**config.mk**
```make
export PLATFORM = sky130hd
export DESIGN_NAME = tt_um_fsm_seq
export DESIGN_NICKNAME = d
export VERILOG_FILES = /design/src/rtl/tt_um_fsm_seq_pkg.sv /design/src/rtl/tt_um_fsm_seq_prescaler.sv /design/src/rtl/tt_um_fsm_seq.sv
export SDC_FILE = /design/constraint.sdc
export NUM_CORES = 1
export LEC_CHECK = 0
export ABC_CLOCK_PERIOD_IN_PS = 4400
export CAP_MARGIN = 20
export CORE_ASPECT_RATIO = 2
export CORE_UTILIZATION = 35
export CTS_BUF_LIST = sky130_fd_sc_hd__clkbuf_8
export CTS_CLUSTER_SIZE = 25
export DETAILED_ROUTE_END_ITERATION = 8
export PLACE_DENSITY = 0.61
export SYNTH_ARGS = -nofsm -noshare
export SYNTH_HDL_FRONTEND = slang
export SYNTH_SLANG_ARGS = --single-unit
```
**constraint.sdc**
```tcl
create_clock -name clk -period 4.4 [get_ports clk]
set_clock_uncertainty 0.05 [all_clocks]
set_input_delay 0.88 -clock clk [delete_from_list [all_inputs] [get_ports clk]]
set_output_delay 0.88 -clock clk [all_outputs]
set_load 0.005 [all_outputs]
```
**src/rtl/tt_um_fsm_seq_pkg.sv**
```systemverilog
// Shared constants for the start/count/done sequencer: state encoding,
// ui_in field positions and uio_out bit positions.
package tt_um_fsm_seq_pkg;

    // State codes, also driven out on uio_out[1:0]
    localparam logic [1:0] ST_CODE_IDLE  = 2'd0;
    localparam logic [1:0] ST_CODE_LOAD  = 2'd1;
    localparam logic [1:0] ST_CODE_COUNT = 2'd2;
    localparam logic [1:0] ST_CODE_DONE  = 2'd3;

    typedef enum logic [1:0] {
        ST_IDLE  = ST_CODE_IDLE,
        ST_LOAD  = ST_CODE_LOAD,
        ST_COUNT = ST_CODE_COUNT,
        ST_DONE  = ST_CODE_DONE
    } state_t;

    // ui_in field indices
    localparam int UI_START   = 0;
    localparam int UI_ABORT   = 1;
    localparam int UI_MODE    = 2;
    localparam int UI_TGT_LSB = 4;
    localparam int UI_TGT_MSB = 7;

    // uio_out bit indices
    localparam int UIO_STATE_LSB = 0;
    localparam int UIO_STATE_MSB = 1;
    localparam int UIO_DONE      = 2;
    localparam int UIO_BUSY      = 3;
    localparam int UIO_TICK      = 4;

endpackage

```
**src/rtl/tt_um_fsm_seq_prescaler.sv**
```systemverilog
// Tick generator: counts 0..PRESCALE-1 while run is high and flags the
// last cycle of each period. Dropping run returns the count to zero, so
// every run starts with a full period.
module fsm_prescaler #(
    parameter logic [23:0] PRESCALE = 24'd10_000_000
) (
    input  logic clk,
    input  logic rst_n,
    input  logic run,
    output logic tick
);

    localparam int PW = (PRESCALE > 24'd1) ? $clog2(PRESCALE) : 1;
    localparam logic [PW-1:0] LAST = PW'(PRESCALE - 24'd1);

    logic [PW-1:0] r_presc;
    logic          w_last;

    // With PRESCALE=1 the counter sits at zero, which is also LAST, so
    // tick follows run every cycle.
    assign w_last = (r_presc == LAST);
    assign tick   = run & w_last;

    // Period counter: cleared whenever idle, wraps after the tick cycle
    always_ff @(posedge clk or negedge rst_n) begin
        if (!rst_n) begin
            r_presc <= '0;
        end else if (!run || w_last) begin
            r_presc <= '0;
        end else begin
            r_presc <= r_presc + PW'(1);
        end
    end

endmodule

```
**src/rtl/tt_um_fsm_seq.sv**
```systemverilog
// Start/abort sequencer: on a start edge it latches a target and mode,
// counts prescaled ticks up to the target, pulses done, then either
// returns to IDLE (one-shot) or reloads (auto-reload).
module tt_um_fsm_seq
    import tt_um_fsm_seq_pkg::*;
#(
    parameter logic [23:0] PRESCALE = 24'd10_000_000,
    parameter int          CNT_W    = 4
) (
    input  logic       clk,
    input  logic       rst_n,
    input  logic       ena,
    input  logic [7:0] ui_in,
    input  logic [7:0] uio_in,
    output logic [7:0] uo_out,
    output logic [7:0] uio_out,
    output logic [7:0] uio_oe
);

    state_t             r_state;
    state_t             w_state_next;
    logic [CNT_W-1:0]   r_count;
    logic [CNT_W-1:0]   w_count_next;
    logic [CNT_W-1:0]   w_count_inc;
    logic [CNT_W-1:0]   r_target;
    logic [CNT_W-1:0]   w_target_in;
    logic               r_mode;
    logic               r_done;
    logic               r_busy;
    logic               w_load;
    logic               w_tick;
    logic               w_run;
    logic               w_stop;
    logic [7:0]         w_uio_out;

    // Synchronisers, edge detector and post-reset arming
    logic               r_start_s1;
    logic               r_start_s2;
    logic               r_start_s3;
    logic               r_abort_s1;
    logic               r_abort_s2;
    logic [1:0]         r_fill;
    logic               r_armed;
    logic               w_start_edge;
    logic               w_unused;

    assign w_unused = ^{uio_in, ui_in[3]};

    // Synchronise start/abort; arm the edge detector only after the
    // synchroniser holds real samples and has shown start low, so a start
    // line already high at reset release is not taken as an edge.
    always_ff @(posedge clk or negedge rst_n) begin
        if (!rst_n) begin
            r_start_s1 <= 1'b0;
            r_start_s2 <= 1'b0;
            r_start_s3 <= 1'b0;
            r_abort_s1 <= 1'b0;
            r_abort_s2 <= 1'b0;
            r_fill     <= 2'b00;
            r_armed    <= 1'b0;
        end else begin
            r_start_s1 <= ui_in[UI_START];
            r_start_s2 <= r_start_s1;
            r_start_s3 <= r_start_s2;
            r_abort_s1 <= ui_in[UI_ABORT];
            r_abort_s2 <= r_abort_s1;
            r_fill     <= {r_fill[0], 1'b1};
            r_armed    <= r_armed | (r_fill[1] & ~r_start_s2);
        end
    end

    assign w_start_edge = r_start_s2 & ~r_start_s3 & r_armed;

    // Prescaler only advances while counting
    assign w_run = (r_state == ST_COUNT);

    fsm_prescaler #(
        .PRESCALE (PRESCALE)
    ) u_prescaler (
        .clk   (clk),
        .rst_n (rst_n),
        .run   (w_run),
        .tick  (w_tick)
    );

    assign w_target_in = CNT_W'(ui_in[UI_TGT_MSB:UI_TGT_LSB]);
    assign w_count_inc = r_count + CNT_W'(1);
    assign w_stop      = r_abort_s2 | ~ena;

    // Next-state and count logic; abort/disable is checked first so it
    // beats completion in the same cycle.
    always_comb begin
        w_state_next = r_state;
        w_count_next = r_count;
        w_load       = 1'b0;
        case (r_state)
            ST_IDLE: begin
                if (ena && w_start_edge && !r_abort_s2) begin
                    w_state_next = ST_LOAD;
                    w_count_next = '0;
                end
            end
            ST_LOAD: begin
                w_count_next = '0;
                if (w_stop) begin
                    w_state_next = ST_IDLE;
                end else begin
                    w_load       = 1'b1;
                    w_state_next = (w_target_in == '0) ? ST_DONE : ST_COUNT;
                end
            end
            ST_COUNT: begin
                if (w_stop) begin
                    w_state_next = ST_IDLE;
                    w_count_next = '0;
                end else if (w_tick) begin
                    w_count_next = w_count_inc;
                    if (w_count_inc == r_target) begin
                        w_state_next = ST_DONE;
                    end
                end
            end
            ST_DONE: begin
                if (w_stop) begin
                    w_state_next = ST_IDLE;
                    w_count_next = '0;
                end else if (r_mode) begin
                    w_state_next = ST_LOAD;
                    w_count_next = '0;
                end else begin
                    w_state_next = ST_IDLE;
                end
            end
            default: begin
                w_state_next = ST_IDLE;
                w_count_next = '0;
            end
        endcase
    end

    // State, counter, latched run parameters and registered status flags
    always_ff @(posedge clk or negedge rst_n) begin
        if (!rst_n) begin
            r_state  <= ST_IDLE;
            r_count  <= '0;
            r_target <= '0;
            r_mode   <= 1'b0;
            r_done   <= 1'b0;
            r_busy   <= 1'b0;
        end else begin
            r_state <= w_state_next;
            r_count <= w_count_next;
            r_done  <= (w_state_next == ST_DONE);
            r_busy  <= (w_state_next == ST_LOAD) || (w_state_next == ST_COUNT);
            if (w_load) begin
                r_target <= w_target_in;
                r_mode   <= ui_in[UI_MODE];
            end
        end
    end

    // Status byte assembled from the current-state registers
    always_comb begin
        w_uio_out = 8'h00;
        w_uio_out[UIO_STATE_MSB:UIO_STATE_LSB] = r_state;
        w_uio_out[UIO_DONE] = r_done;
        w_uio_out[UIO_BUSY] = r_busy;
        w_uio_out[UIO_TICK] = w_tick;
    end

    assign uo_out  = 8'(r_count);
    assign uio_out = w_uio_out;
    assign uio_oe  = 8'hFF;

endmodule

```
# Yosys cells after proc, flatten, opt, wreduce, memory -nomap -nowiden
# Index checks and enable logic that the tools add are counted.
word_totals:
  ff_bits: 45
  word_cells: 63
  inputBits: 19
  out_inout_bits: 24
classes:
  n_reduce_logical: 9
  n_addsub: 2
  n_bitwise: 9
  n_eq_ne: 11
  n_mux: 18
ops:
  columns: ["op", "count"]
  rows:
  - ["$add A24 B1 Y24 const B", 1]
  - ["$eq A24 B24 Y1 const B", 1]
  - ["$mux W24", 1]
  - ["$mux W4", 5]
  - ["$pmux W4 S4", 1]
  - ["$mux W2", 5]
  - ["$eq A2 B2 Y1 const B", 4]
  - ["$pmux W2 S4", 1]
  - ["$ne A3 B3 Y1 const B", 2]
  - ["$mux W1", 5]
  - ["$add A4 B1 Y4 const B", 1]
  - ["$and A1 B1 Y1", 4]
  - ["$eq A2 B1 Y1 const B", 2]
  - ["$eq A4 B4 Y1", 1]
  - ["$logic_not A4 Y1", 1]
  - ["$not A1 Y1", 3]
  - ["$reduce_and A3 Y1", 1]
  - ["$logic_and A1 B1 Y1", 2]
  - ["$logic_not A1 Y1", 2]
  - ["$logic_not A2 Y1", 1]
  - ["$logic_or A1 B1 Y1", 2]
  - ["$ne A2 B2 Y1 const B", 1]
  - ["$or A1 B1 Y1", 2]

# Longest topological paths before layout
depth:
  ltp_word: 9
  depth_mapped: 7

# Hierarchy
# From an unflattened synthesis, not the netlist that was laid out.
unflattened:
  hier_cells: 225
  area_unflattened_um2: 2298.5
modules_own_cells:
  columns: ["mod", "instances", "seq_area_each_um2", "cells_per_inst", "area_each_um2"]
  rows:
  - ["fsm_prescaler", 1, 600.6, 135, 1261.2]
  - ["tt_um_fsm_seq", 1, 525.5, 90, 1037.2]

# Worst setup path after synthesis
# OpenSTA, ideal clock, no wires.
synth_path:
  kind: "reg2out"
  from: "register u_prescaler.r_presc[0]"
  to: "output uio_out[4]"
  stages_incl_launch_ff: 7
  path_buffers: 2
  required_ns: 3.470
  path_slack_ns: 1.793
  t_arrival_ns: 1.677
  cell_sequence: "dfrtp_1 ha_1 nand2_1 or4_1 clkbuf_1 nor3_1 buf_4"
synth_via:
  elab_chain_cells: 2
synth_lines:
  columns: ["element", "line_no", "text"]
  rows:
  - ["start: declaration", "tt_um_fsm_seq_prescaler.sv:16", "logic [PW-1:0] r_presc;"]
  - ["start signal: assignment", "tt_um_fsm_seq_prescaler.sv:31", "r_presc <= r_presc + PW'(1);"]
  - ["$eq A24 B24 Y1", "tt_um_fsm_seq_prescaler.sv:21", "assign w_last = (r_presc == LAST);"]
  - ["$and A1 B1 Y1", "tt_um_fsm_seq_prescaler.sv:22", "assign tick = run & w_last;"]
  - ["end: declaration", "tt_um_fsm_seq.sv:16", "output logic [7:0] uio_out,"]
# No other way between the ends.

# Worst setup path after layout
# Same ends and word-level chain as after synthesis.

==> flow_metrics.py <==
metrics = {
    "critical_path": {
        "rr_endpoint": "u_prescaler.r_presc[5]",
        "path_buf_inv": 1,
        "crit_required_ns": 3.47,
        "rr_startpoint": "u_prescaler.r_presc[0]",
        "crit_arrival_ns": 2.62,
        "critPathTopFamily": "simple AND/OR/NAND/NOR gates",
        "r2r_cells": 5,
        "endpoint": "uio_out[4]",
        "crit_path_max_fanout": 6,
        "cp-start-kind": "register",
        "cp.depth": 5,
        "r2r_slack_ns": 1.68,
        "path_cells": "ha_1 > nand2_1 > or4_1 > nor3_1 > clkdlybuf4s50_1",
        "crit_start": "u_prescaler.r_presc[0]",
        "worst-setup-path-type": "reg -> out",
        "cpMaxStageDelayCell": "or4_1",
        "endpoint_kind": "primary output",
        "crit_path_max_incr_delay_ns": 0.70,
    },
    "synth": {
        "synth_edf_count": 0,
        "synth-compound-area-share_pct": 9.53,
        "synth_adder_area_share_pct": 1.60,
        "syn_area_per_cell_um2": 10.2,
        "synth_top_family_by_area": "simple AND/OR/NAND/NOR gates",
        "synth_seq_cells": 45,
        "syn-cell-area_um2": 2350,
        "synth_cell_type_count": 47,
        "synthArstFlopShare_pct": 100,
        "synth-simple-area-share_pct": 22.7,
        "synth-xor-area-share_pct": 7.08,
        "synth-seq-area-share_pct": 47.9,
        "muxShareOfSynthArea_pct": 2.40,
        "yosys_warnings": 0,
        "synth_cells": 230,
        "synth_flop_cell": "dfrtp_1",
    },
    "placed_design": {
        "io_buffer_count": 18,
        "dp.final_hpwl_um": 3520,
        "gp_congestion": 0.804,
    },
    "routing": {
        "vias": 1741,
        "wl_per_cell_um": 14.8,
        "drc_errors": 0,
        "via_per_inst": 5.21,
        "drt_first_pass_iters": 4,
        "ant_nets": 0,
        "initialDrtViolationCount": 92,
        "wirelength_um": 4940,
    },
    "clock_tree": {
        "cts-hold-fix-buffers": 0,
        "ctsHtreeMaxLevel": 2,
        "path_clk_slew_ns": 0.10,
        "root_buffer": "clkbuf_8",
        "cts_resized": 0,
        "clock-sinks": 45,
        "insertion_delay_ns": 0.32,
        "numCtsBuffers": 5,
        "cts_tree": "built",
        "post_cts_buffers": 0,
        "clockBufferDepth": 2,
    },
    "floorplanning": {
        "dieHeight_um": 118,
        "fp-row-count": 41,
        "initial_core_util_pct": 36.6,
        "die_width_um": 59.9,
        "die_area_um2": 7060,
        "core_um2": 6410,
        "num_io_pins": 43,
    },
    "finish": {
        "syn2layout_area_growth_pct": 12.3,
        "antennaDiodeCount": 0,
        "mostFrequentLayoutCells": "dfrtp_1, nor2_1, clkdlybuf4s50_1, conb_1, xnor2_1",
        "seq_area_um2": 1130,
        "final_common_cell": "dfrtp_1",
        "multi_input_area_um2": 1080,
        "final_nets": 269,
        "layout-drive-gt1-share_pct": 10.1,
        "fillers": 632,
    },
    "global_routing": {
        "grt_pass1_vias": 1796,
        "grt_max_degree": 46,
        "antenna_found_initial": 0,
        "groute.usage.overall_pct": 15.8,
        "grt_pass1_wl_um": 8200,
        "grt-ovfl-total": 0,
    },
    "sta": {
        "tns_ns": 0,
        "period_share_pct": 80.7,
        "maxSlewViolCount": 0,
        "hold_viol_final": 0,
        "worst_pin_slew_ns": 1.01,
        "max_freq_ghz": 0.281,
        "rsz0062_at_grt": "no",
        "min_period_ns": 3.55,
        "setup_viol": 0,
        "maxSlewHeadroom_pct": 32.7,
    },
    "outcome": {
        "outcome": "finished, final reports clean",
    },
    "power": {
        "leakagePower_nw": 1.03,
        "p_per_area_nw_per_um2": 350,
        "total_power_w": 0.000923,
        "ir_drop_uv": 117,
    },
    "hold_path": {
        "hp-start": "r_abort_s1",
        "hold_class": "reg -> reg",
    },
    "flow_run": {
        "max_cap_viol_count": 0,
    },
}
through the flow:
step                      worst slack, ns  std cells  util, %  cell area [µm²]  hold slack (ns)
after detailed placement             1.16        325     39.4             2530            0.285
final                               0.847        334     41.2             2640            0.295
after floorplan                      1.79        244        -             2400            0.281
after CTS                           0.834        333     40.8             2620            0.300
after global routing                0.720        334     41.2             2640            0.311
after global placement               1.19        325     39.4             2530            0.282
worst min path at each step:
stage	endpoint	slack, ns	cells past startpoint
4_1_cts	r_abort_s2	0.30	0
6_report	r_abort_s2	0.29	0
3_5_place_dp	r_abort_s2	0.28	0
3_3_place_gp	r_abort_s2	0.28	0
2_1_floorplan	r_abort_s2	0.28	0
5_1_grt	r_start_s2	0.31	0
area by class of cell:
class | count | share of cell area, %
clock buffer | 5 | 2.61
clock inverter | 3 | 0.853
inverter | 7 | 0.996
multi-input combinational | 167 | 40.8
sequential | 45 | 42.7
tap | 86 | 4.08
timing repair buffer | 21 | 7.97
worst reg2reg max path: cells and delay by family (launching register included):
kind            cells  cell delay, ns
flops               1            0.38
simple gates        3            1.01
fa+ha+maj           1            0.27
compound gates      1            0.86
cell families (layout without fill, tap and decap cells):
family / Yosys count / count (layout)
muxes: 5 / 5
buffers and inverters: 32 / 36
xor gates and xnor gates: 19 / 19
adders and majority gates: 3 / 3
other: 2 / 16
DFF: 45 / 45
AOI/OAI and AO/OA: 34 / 34
and+or+nand+nor: 90 / 90
routing by layer:
metal / vias to the layer above / track usage, % / wire length [µm]
li1: 825 / - / -
met1: 848 / 14.3 / 1770
met2: 52 / 29.3 / 2850
met3: 16 / 2.97 / 121
met4: 0 / 10.0 / 194
met5: - / 0 / 0
cells in the mapped netlist, drive strengths merged, types with 2 or more instances:
library cell,n,area [µm²]
nor4,4,25.0
o22ai,2,12.5
conb,2,7.51
ha,3,37.5
or4,8,67.6
mux2,5,56.3
nor4b,2,23.8
nor2b,2,12.5
o31ai,6,45.0
nand2b,2,12.5
nand3,12,60.1
clkbuf,3,11.3
nor2,19,71.3
or3,8,50.1
nor3,3,15.0
and3,3,18.8
dfrtp,45,1130
nand2,9,33.8
a21oi,10,57.6
nand4b,2,17.5
and2,2,12.5
xor2,5,43.8
o21ai,7,35.0
nand4,8,56.3
o311ai,2,17.5
inv,7,26.3
buf,22,161
xnor2,14,123
flip-flops by register name (all words and copies together) (netlist names):
| name | cells |
|---|---|
| r_mode | 1 |
| r_abort_s1 | 1 |
| r_state | 2 |
| u_prescaler.r_presc | 24 |
| r_done | 1 |
| r_start_s2 | 1 |
| r_start_s3 | 1 |
| r_count | 4 |
| r_start_s1 | 1 |
| r_fill | 2 |
| r_armed | 1 |
| r_abort_s2 | 1 |
| r_target | 4 |
| r_busy | 1 |
power breakdown:
group	leakage [nW]	total, W	internal [W]	switching, W
registers	0.595	0.000482	0.000452	0.0000302
logic	0.389	0.000169	0.0000925	0.0000764
clock network	0.0481	0.000272	0.000113	0.000159
No activity file was read; power rests on OpenSTA's default activity.
